File: config.mk
export PLATFORM = sky130hd
export DESIGN_NAME = rotary_multi
export DESIGN_NICKNAME = d
export VERILOG_FILES = /design/src/rtl/rotary_multi.sv
export SDC_FILE = /design/constraint.sdc
export NUM_CORES = 1
export LEC_CHECK = 0
export CAP_MARGIN = 25
export CELL_PAD_IN_SITES_DETAIL_PLACEMENT = 0
export CELL_PAD_IN_SITES_GLOBAL_PLACEMENT = 1
export CORE_ASPECT_RATIO = 0.9
export CORE_MARGIN = 2
export CORE_UTILIZATION = 40
export CTS_CLUSTER_DIAMETER = 200
export DETAILED_ROUTE_END_ITERATION = 16
export PLACE_DENSITY_LB_ADDON = 0.08
export SLEW_MARGIN = 20
export SYNTH_ARGS = -nofsm -noshare
export SYNTH_HDL_FRONTEND = slang
export SYNTH_SLANG_ARGS = --single-unit
File: constraint.sdc
create_clock -name clk -period 2.5 [get_ports clk]
set_input_delay 0.5 -clock clk [delete_from_list [all_inputs] [get_ports clk]]
set_output_delay 0.5 -clock clk [all_outputs]
set_load 0.005 [all_outputs]
File: src/rtl/rotary_multi.sv
`default_nettype none
// ============================================================================
// Module   : rotary_multi
// Brief    : Multi-channel quadrature decoder with debounce, acceleration
//            and wrapping or saturating position counters.
// Revision : 1.0
// ============================================================================
module rotary_multi #(
    parameter int CHANNELS    = 2,
    parameter int POS_W       = 8,
    parameter int DEBOUNCE    = 16,
    parameter int SAT_MODE    = 0,
    parameter int FAST_WINDOW = 1000,
    parameter int FAST_STEP   = 4
) (
    input  logic                      clk,
    input  logic                      reset_n,
    input  logic [2*CHANNELS-1:0]     rotary_in,
    input  logic [CHANNELS-1:0]       zero,
    output logic [CHANNELS*POS_W-1:0] rotary_pos,
    output logic [CHANNELS-1:0]       rot_cw,
    output logic [CHANNELS-1:0]       rot_ccw,
    output logic                      any_event
);

    localparam int c_bits  = 2 * CHANNELS;
    localparam int c_cnt_w = (DEBOUNCE < 2) ? 1 : $clog2(DEBOUNCE);
    localparam int c_gap_w = (FAST_WINDOW < 1) ? 1 : $clog2(FAST_WINDOW + 1);

    localparam logic [c_cnt_w-1:0] c_cnt_max  = c_cnt_w'(DEBOUNCE - 1);
    localparam logic [c_gap_w-1:0] c_gap_max  = c_gap_w'(FAST_WINDOW);
    localparam logic [POS_W-1:0]   c_fast_inc = POS_W'(FAST_STEP);
    localparam logic [POS_W-1:0]   c_one      = POS_W'(1);

    logic [c_bits-1:0]   r_sync1;
    logic [c_bits-1:0]   r_sync2;
    logic [c_bits-1:0]   w_deb;
    logic [c_bits-1:0]   r_deb_d;
    logic [CHANNELS-1:0] w_step;
    logic                r_any;

    always_ff @(posedge clk or negedge reset_n) begin
        if (!reset_n) begin
            r_sync1 <= '0;
            r_sync2 <= '0;
            r_deb_d <= '0;
            r_any   <= 1'b0;
        end else begin
            r_sync1 <= rotary_in;
            r_sync2 <= r_sync1;
            r_deb_d <= w_deb;
            r_any   <= |w_step;
        end
    end

    // The counter only runs while the synchronised level disagrees with the
    // accepted level, so any return to the old level restarts the qualification.
    for (genvar b = 0; b < c_bits; b++) begin : g_bit
        logic [c_cnt_w-1:0] r_cnt;
        logic               r_deb;

        always_ff @(posedge clk or negedge reset_n) begin
            if (!reset_n) begin
                r_cnt <= '0;
                r_deb <= 1'b0;
            end else if (r_sync2[b] == r_deb) begin
                r_cnt <= '0;
            end else if (r_cnt == c_cnt_max) begin
                r_cnt <= '0;
                r_deb <= r_sync2[b];
            end else begin
                r_cnt <= r_cnt + c_cnt_w'(1);
            end
        end

        assign w_deb[b] = r_deb;
    end

    for (genvar c = 0; c < CHANNELS; c++) begin : g_chan
        logic               w_rise;
        logic               w_cw;
        logic               w_ccw;
        logic               w_fast;
        logic [POS_W-1:0]   w_inc;
        logic [POS_W:0]     w_sum;
        logic [POS_W:0]     w_dif;
        logic [POS_W-1:0]   w_add;
        logic [POS_W-1:0]   w_sub;
        logic [POS_W-1:0]   r_pos;
        logic [c_gap_w-1:0] r_gap;
        logic               r_dir;
        logic               r_cw;
        logic               r_ccw;

        assign w_rise = w_deb[2*c] & ~r_deb_d[2*c];
        assign w_cw   = w_rise & ~w_deb[2*c+1];
        assign w_ccw  = w_rise &  w_deb[2*c+1];
        // r_dir holds 1 for a previous ccw step, so it matches w_ccw on a repeat.
        assign w_fast = (r_gap < c_gap_max) && (r_dir == w_ccw);
        assign w_inc  = w_fast ? c_fast_inc : c_one;
        assign w_sum  = {1'b0, r_pos} + {1'b0, w_inc};
        assign w_dif  = {1'b0, r_pos} - {1'b0, w_inc};
        assign w_add  = (SAT_MODE != 0 && w_sum[POS_W]) ? '1 : w_sum[POS_W-1:0];
        assign w_sub  = (SAT_MODE != 0 && w_dif[POS_W]) ? '0 : w_dif[POS_W-1:0];

        always_ff @(posedge clk or negedge reset_n) begin
            if (!reset_n) begin
                r_pos <= '0;
                r_gap <= c_gap_max;
                r_dir <= 1'b0;
                r_cw  <= 1'b0;
                r_ccw <= 1'b0;
            end else begin
                r_cw  <= w_cw;
                r_ccw <= w_ccw;
                if (w_rise) begin
                    r_gap <= '0;
                    r_dir <= w_ccw;
                end else if (r_gap != c_gap_max) begin
                    r_gap <= r_gap + c_gap_w'(1);
                end
                if (zero[c]) begin
                    r_pos <= '0;
                end else if (w_cw) begin
                    r_pos <= w_add;
                end else if (w_ccw) begin
                    r_pos <= w_sub;
                end
            end
        end

        assign w_step[c]                   = w_rise;
        assign rotary_pos[POS_W*c +: POS_W] = r_pos;
        assign rot_cw[c]                   = r_cw;
        assign rot_ccw[c]                  = r_ccw;
    end

    assign any_event = r_any;

endmodule
`default_nettype wire

; ---- Word-level counts from Yosys, hierarchy flattened
; Cells that the tools add are included.
[word_totals]
in_bits = 8
regBits = 74
out_inout_bits = 21
wordCells = 91
[op_classes]
n_bitwise = 14
n_reduce_logical = 11
n_addsub = 10
n_eq_ne = 12
muxes = 20
n_lt_le_gt_ge = 2
[op_table]
columns = op, n
row1 = 8-bit two-way mux, 6
row2 = 10-bit two-way mux, 4
row3 = 4-bit two-way mux, 8
row4 = 10-bit by 1-bit adder with 10-bit output (second input constant), 2
row5 = 10-bit less-than comparator (second input constant), 2
row6 = 10-bit inequality test (second input constant), 2
row7 = 4-bit by 1-bit adder with 4-bit output (second input constant), 4
row8 = 8-bit by 3-bit adder with 8-bit output, 2
row9 = 4-bit equality test (second input constant), 4
row10 = 8-bit by 3-bit subtractor with 8-bit output, 2
row11 = 1-bit NOT, 8
row12 = 2-bit AND reduction, 4
row13 = 1-bit AND, 6
row14 = 1-bit equality test, 6
row15 = 3-bit two-way mux, 2
row16 = 3-bit nonzero test, 2
row17 = 2-bit nonzero test, 2
row18 = 1-bit logical AND, 2
row19 = 2-bit OR reduction, 1

; ---- Logic depth before layout (Yosys ltp)
; Gate-level depths: netlist (run 1).
[depth]
word_depth = 10
depth_mapped = 13
mapped_depth_nobuf = 12

; ---- Worst setup path after synthesis (run 1)
; Ideal clock, no wire load.
[synth_timing]
path_kind = register -> register
start = register r_deb_d[2]
end = register g_chan[1].r_pos[7]
path_buffers = 1
required_time_ns = 2.426
synth_period_minus_slack_ns = 2.558
slack_ns = -0.058
t_arrival_ns = 2.484
setup_ns = 0.074
stages_incl_launch_ff = 13
cell_sequence = dfrtp_1 -> and2b_1 -> buf_4 -> nand2_1 -> a21oi_1 -> o21ai_1 -> and2_1 -> ha_1 -> a211oi_2 -> nor3_1 -> or3_1 -> a31o_1 -> a21oi_2
[synth_via]
elab_chain_len = 10
elab_cells_between_ends = 13
classes_between = 2 x add/sub / 1 x eq/ne / 4 x mux / 4 x bitwise / 2 x reduce/logical
[synth_rtl]
columns = item, line
row1 = "start, declared", 38  ; logic [c_bits-1:0] r_deb_d;
row2 = "start signal, assigned", 51  ; r_deb_d <= w_deb;
row3 = 1-bit NOT (*), 95  ; assign w_rise = w_deb[2*c] & ~r_deb_d[2*c];
row4 = 1-bit AND (*), 95
row5 = 1-bit AND, 97  ; assign w_ccw = w_rise & w_deb[2*c+1];
row6 = 1-bit equality test, 99  ; assign w_fast = (r_gap < c_gap_max) && (r_dir == w_ccw);
row7 = 1-bit logical AND, 99
row8 = 3-bit two-way mux, 100  ; assign w_inc = w_fast ? c_fast_inc : c_one;
row9 = 8-bit by 3-bit subtractor with 8-bit output, 102  ; assign w_dif = {1'b0, r_pos} - {1'b0, w_inc};
row10 = 8-bit two-way mux, 126  ; end else if (w_ccw) begin
row11 = 8-bit two-way mux, 124  ; end else if (w_cw) begin
row12 = 8-bit two-way mux, 122  ; if (zero[c]) begin
row13 = "end signal, assigned", 125  ; r_pos <= w_add;
row14 = "end signal, assigned", 127  ; r_pos <= w_sub;
row15 = "end, declared", 89  ; logic [POS_W-1:0] r_pos;
; Mark *: on every way between the ends. The rest lies on a longest branch, timed or not. The select of a mux whose other input is x is not followed.
; A chain may end at the register's enable or synchronous reset.

; ---- Worst setup path after layout (run 1)
[layout_timing]
start = register g_chan[1].r_gap[6]
end = register g_chan[1].r_pos[6]
[layout_via]
elab_chain_len = 7
elab_cells_between_ends = 8
classes_between = 2 x add/sub / 1 x order compare / 4 x mux / 1 x reduce/logical
[layout_rtl]
columns = item, line
row1 = "start, declared", 90  ; logic [c_gap_w-1:0] r_gap;
row2 = "start signal, assigned", 109  ; r_gap <= c_gap_max;
row3 = "start signal, assigned", 120  ; r_gap <= r_gap + c_gap_w'(1);
row4 = 10-bit less-than comparator (*), 99
row5 = 1-bit logical AND (*), 99
row6 = 3-bit two-way mux (*), 100
row7 = 8-bit by 3-bit subtractor with 8-bit output, 102
row8 = 8-bit two-way mux, 126
row9 = 8-bit two-way mux (*), 124
row10 = 8-bit two-way mux (*), 122
; Marked as above.

==> results of run 1 <==
-- state kept, by name, summed over array words and instances (netlist names) --
| name | cells |
|---|---|
| any_event | 1 |
| g_bit.r_cnt | 16 |
| g_bit.r_deb | 4 |
| g_chan.r_ccw | 2 |
| g_chan.r_cw | 2 |
| g_chan.r_dir | 2 |
| g_chan.r_gap | 20 |
| g_chan.r_pos | 16 |
| r_deb_d | 2 |
| r_sync1 | 4 |
| r_sync2 | 4 |
-- kinds of logic after synthesis --
logic type | Yosys count
fa+ha+maj | 24
compound gates | 64
flops | 73
buf+inv | 38
mux | 8
simple gates | 139
xor+xnor | 26
-- per-layer routing --
layer / vias up / share of wire / track usage
met2: 35 / 0.43 / 0.252
li1: 1431 / - / -
met4: 0 / 0.017 / 0.0625
met3: 8 / 0.030 / 0.0494
met1: 1345 / 0.52 / 0.239
met5: - / 0 / 0
-- what timing repair did --
action	in CTS	in global routing
setup buffers	4	2
gates resized for setup	17	23
endpoints found under the setup margin	6	7
pin swaps	11	26
-- area by class of cell --
| cell class | instances | area, sq um |
|---|---|---|
| sequential | 73 | 1840 |
| clock buffer | 13 | 149 |
| clock inverter | 3 | 40.0 |
| inverter | 23 | 86.3 |
| fill | 817 | 4280 |
| multi-input combinational | 261 | 1960 |
| tap | 122 | 153 |
| timing repair buffer | 70 | 613 |
-- worst reg2reg max path, cell delays in order, from the launching register on --
cell and delay, ns:
dfstp_2 0.53, nand4_1 0.11, nor2_1 0.19, a21oi_2 0.06, o21ai_2 0.10, ha_2 0.23, inv_2 0.04, fa_2 0.36
nor2b_4 0.14, o21a_2 0.17, o21bai_2 0.09, a2111o_1 0.38, nand3_2 0.06
-- power by group through the flow --
stage	clock, W	combinational (W)	sequential, W
6_report	0.000921	0.000305	0.00141
5_1_grt	0.00101	0.000352	0.00143
4_1_cts	0.000958	0.000309	0.00140
3_5_place_dp	0	0.000307	0.00142
3_3_place_gp	0	0.000303	0.00141
2_1_floorplan	0	0.000152	0.00142
-- final timing paths --
check                              startpoint            endpoint  slack (ns)
setup / recovery           g_chan[1].r_gap[6]  g_chan[1].r_pos[6]       -0.02
hold / removal                        reset_n  g_chan[1].r_pos[4]        0.08
setup reg to reg           g_chan[1].r_gap[6]  g_chan[1].r_pos[6]       -0.02
hold reg to reg                    r_sync1[2]          r_sync2[2]        0.36
max in group asynchronous             reset_n  g_chan[1].r_gap[8]        1.80
min in group clk                   r_sync1[2]          r_sync2[2]        0.36
-- placed cells by master, fill, tap and decap left out, types with 3 or more instances in the layout --
cell type / Yosys / layout
mux2_2: 4 / 4
and4_1: 3 / 3
buf_4: 5 / 40
ha_1: 22 / 17
clkdlybuf4s50_1: 0 / 27
nor3_2: 0 / 3
nand4_1: 6 / 6
inv_1: 23 / 21
clkbuf_8: 0 / 10
a21oi_1: 19 / 17
dfrtp_1: 61 / 61
nor2b_1: 9 / 6
nor3_1: 9 / 5
o21ai_0: 8 / 8
mux2i_1: 4 / 4
nand4b_1: 4 / 4
nor3b_1: 5 / 5
a31oi_1: 3 / 3
a21oi_2: 1 / 3
a21o_1: 3 / 3
xnor2_1: 13 / 13
o21ai_2: 0 / 3
and3_1: 6 / 4
nor2_1: 30 / 30
nand3_1: 23 / 22
clkbuf_1: 8 / 3
nand2_1: 27 / 23
o21bai_1: 4 / 3
nand2_2: 0 / 3
o21a_1: 4 / 4
and2_1: 4 / 3
dfstp_2: 12 / 12
xor2_1: 13 / 13
ha_4: 0 / 4
-- per-stage QoR --
step / TNS [ns] / cells
detailed placement: -0.298 / 543
finish: -0.0233 / 565
global route: -0.535 / 565
floorplan: -0.00593 / 372
CTS: -0.00319 / 563
global placement: -0.0969 / 543
==> qor.yml, run 1 <==
status: "finished with violations"
violations: "setup timing"
initial_core_util: 0.414
antenna_found_initial: 0
r2r_cells: 12
drt_iter0_drc: 90
rsz0062_at_grt: "yes"
grt_pass1_vias: 2846
synth_area_leaders: "dfrtp_1 (40%), dfstp_2 (8.4%), ha_1 (7.3%)"
netlist.area_leader.share: 0.404
drv_cap: 0
crit_cells: 12
fin_nets: 470
diodes: 0
drc: 0
ir_drop_mv: 0.462
grt_overflow: 0
ys_seq_area_frac: 0.488
num_rows: 33
die_height_um: 96.2
p_comb_frac: 0.116
syn_avg_cell_area_sq_um: 10.1
postSynthCellCount: 372
pre_cts_ws_ns: -0.102
hp-class: "input pin to async pin"
path_max_fanout: 3
grt_pass1_wl_um: 13600
required_ns: 2.79
hold_viol: 0
layout-drive-gt1-share: 0.246
num_vias: 2819
synth_ff_type: "dfrtp_1"
period_needed_ns: 2.52
tightest_slew_ns: 0.505
die_area_sq_mm: 0.0102
ys_seq_elements: 73
setup_violations: 1
numCtsBuffers: 9
utilization: 0.531
clock_skew_ns: 0.00898
core_area_sq_mm: 0.00913
total_power_w: 0.00263
relSlewSlack: 0.660
worstPathArrival_ns: 2.82
grt_max_degree: 44
crit_chain: "nand4_1 -> nor2_1 -> a21oi_2 -> o21ai_2 -> ha_2 -> inv_2 -> fa_2 -> nor2b_4 -> o21a_2 -> o21bai_2 -> a2111o_1 -> nand3_2"
ys_async_sr_fraction: 1.00
synth-xor-area-share: 0.0603
cts_tree: "built"
place.gp.congestion: 0.802
yosys.area_share.simple: 0.192
yosysWarnings: 0
drtAntennaViolNets: 0
p_leak_nw: 2.19
dp_hpwl_um: 5350
synth_compound_area_frac: 0.110
max_freq_ghz: 0.396
synth_edf_count: 0
path_class: "flip-flop to flip-flop"
crit_path_end_kind: "flip-flop"
dpl_cell_area_sq_mm: 0.00442
start_kind: "flip-flop"
internal_power_w: 0.00195
power.share.sequential: 0.534
synth_most_common_cell: "dfrtp_1"
syn-cell-area_sq_mm: 0.00377
max_stage_delay_ns: 0.53
ctsHoldBuffers: 0
fin_ws_ns: -0.0233
vias_per_cell: 4.99
whs_ns: 0.0775
crit_buf_inv: 1
synth_area_leader_cell: "dfrtp_1"
clk_pin_slew_worst_paths_ns: 0.08
routed_wl_um: 7900
clk_latency_ns: 0.36
cp_top_family: "compound AO/OA/AOI/OAI gates"
synth_nets: 404
wl_per_cell_um: 14.0
cts_buffer_depth: 2
cts-root-buf: "clkbuf_8"
synthMuxAreaShare: 0.0225
portBuffers: 28
design_area_sq_mm: 0.00484
io_pins: 29
syn_to_final_growth_pct: 28.3
dieWidth_um: 106
firstDrtPassIters: 4
h-tree-depth: 3
crit_path_top_delay_cell: "dfstp_2"
grt_use_total: 0.171
synth-adder-area-share: 0.0835
synth_top_family_by_area: "simple AND/OR/NAND/NOR gates"
switching_share: 0.260
slew_viol_final: 0
power_frac_clock: 0.350
finalCritPeriodShare: 1.01
synth_cell_type_count: 50
synth_common_cells: "dfrtp_1 (61), nor2_1 (30), nand2_1 (27), inv_1 (23), nand3_1 (23)"
p_sw_w: 0.000684
cts_sinks: 73
powerDensity_mw_per_mm2: 543
No activity file was read; power rests on OpenSTA's default activity.
==> run 2, diff against run 1 <==
- clock period: 2.5 -> 2.1 ns (I/O delays scaled with it)
==> run 2 against run 1 <==
  * The run still ends with setup timing left
  * Clock power up 44%
  * Die area is the same
  * Core utilization increased by 1.3 points
  * Non-clock buffer count grew 15
  * Largest power group unchanged
  * Largest cell class unchanged
==> qor.yml, run 2 (same netlist as run 1, synthesis figures left out) <==
grt_overflow: 0
drtAntennaViolNets: 0
whs_ns: 0.0223
io_pins: 29
num_rows: 33
busiest_layer: "met2"
p_leak_nw: 2.27
relSlewSlack: 0.690
multi_input_comb_area_sq_mm: 0.00192
pre_cts_ws_ns: -0.401
antenna_found_initial: 0
crit_path_top_delay_cell: "dfstp_2"
dp.cells: 558
dp_hpwl_um: 5460
fin_setup_tns_ns: -2.46
drt_iter0_drc: 48
seq_area_sq_mm: 0.00184
diodes: 0
max_stage_delay_ns: 0.54
numCtsBuffers: 9
start_kind: "flip-flop"
setup_violations: 10
largest_registers: "g_chan.r_gap: 20 flops, g_bit.r_cnt: 16 flops, g_chan.r_pos: 16 flops"
grt_pass1_vias: 2841
fin_ws_ns: -0.393
grt_use_met2: 0.263
cp_common_cell: "and3_4"
top_register: "g_chan.r_gap"
cts_tree: "built"
clk_pin_slew_worst_paths_ns: 0.08
grtUsageMet3: 0.0460
dpl_cell_area_sq_mm: 0.00456
mostFrequentLayoutCell: "dfrtp_1"
clock_skew_ns: 0.00991
dieWidth_um: 106
ctsHoldBuffers: 0
grt_pass1_wl_um: 13200
largest_reg_flops: 20
worstPathArrival_ns: 2.78
violations: "setup timing"
max_freq_ghz: 0.401
period_needed_ns: 2.49
crit_path_end_kind: "flip-flop"
wl_per_cell_um: 13.2
ir_drop_mv: 0.370
finalCritPeriodShare: 1.19
powerDensity_mw_per_mm2: 684
layout-drive-gt1-share: 0.273
firstDrtPassIters: 6
rsz0062_at_grt: "yes"
layout_common_cells: "dfrtp_1 (61), buf_4 (56), nor2_1 (28), clkdlybuf4s50_1 (27), nand2_1 (25)"
drc: 0
design_area_sq_mm: 0.00496
grtUsageMet1: 0.222
fin_nets: 485
hp-class: "input pin to async pin"
crit_chain: "and3_4 -> and3_4 -> o21ai_4 -> nand2_1 -> ha_2 -> inv_2 -> fa_2 -> nor2b_4 -> o21a_1 -> o21bai_1 -> a2111o_1 -> nand3_1"
initial_core_util: 0.414
place.gp.congestion: 0.834
status: "finished with violations"
stdcell_count: 580
syn_to_final_growth_pct: 31.4
cts_buffer_depth: 2
slew_viol_final: 0
drv_cap: 0
path_class: "flip-flop to flip-flop"
hold_viol: 0
num_vias: 2880
grt_max_degree: 41
h-tree-depth: 3
vias_per_cell: 4.97
path_max_fanout: 3
portBuffers: 28
required_ns: 2.38
core_area_sq_mm: 0.00913
clk_latency_ns: 0.35
tightest_slew_ns: 0.462
die_area_sq_mm: 0.0102
routed_wl_um: 7640
grt_use_total: 0.165
cts_sinks: 73
crit_buf_inv: 1
die_height_um: 96.2
cts-root-buf: "clkbuf_8"
fillers: 812
cp_top_family: "compound AO/OA/AOI/OAI gates"
## run 2: metrics by stage
stage	power [W]	util
2_1_floorplan	0.00188	-
3_3_place_gp	0.00207	0.500
3_5_place_dp	0.00208	0.500
4_1_cts	0.00344	0.536
5_1_grt	0.00358	0.544
6_report	0.00339	0.544
## run 2: layout make-up
type | instances | area share
multi-input combinational | 261 | 0.386
inverter | 23 | 0.0174
sequential | 73 | 0.371
tap | 122 | 0.0308
timing repair buffer | 85 | 0.146
clock buffer | 9 | 0.0250
clock inverter | 7 | 0.0237
## run 2: worst reg2reg max path, delay by kind of cell, from the launching register on
family                     cells  cell delay [ns]
and+or+nand+nor                5             0.65
adders and majority gates      2             0.53
AOI/OAI and AO/OA              4             0.67
buffers and inverters          1             0.04
DFF                            1             0.54
## run 2: worst paths after layout
kind	start	to	slack, ns	cells past startpoint
worst max-delay path	g_chan[0].r_gap[5]	g_chan[0].r_pos[6]	-0.39	12
worst min-delay path	reset_n	g_chan[1].r_pos[1]	0.02	1
worst max register to register	g_chan[0].r_gap[5]	g_chan[0].r_pos[6]	-0.39	12
worst min register to register	r_sync1[0]	r_sync2[0]	0.36	0
max in group asynchronous	reset_n	g_chan[0].r_gap[3]	1.44	2
min in group clk	r_sync1[0]	r_sync2[0]	0.36	0
## run 2: layer usage
metal  wire length [um]  up-vias
li1                   -     1457
met4                 95        0
met1               3820     1377
met5                  0        -
met3                255        8
met2               3480       38
## run 2: timing repair
item,CTS,global route
resized for setup,13,13
buffers inserted,3,4
pin swaps,23,25
gates cloned,0,0
endpoints found under the setup margin,10,13
## run 2: report_power, final
| part | total (W) | internal (W) | switching [W] |
|---|---|---|---|
| registers | 0.00165 | 0.00156 | 0.0000980 |
| logic | 0.000407 | 0.000208 | 0.000199 |
| clock network | 0.00133 | 0.000791 | 0.000542 |
| total | 0.00339 | 0.00256 | 0.000839 |
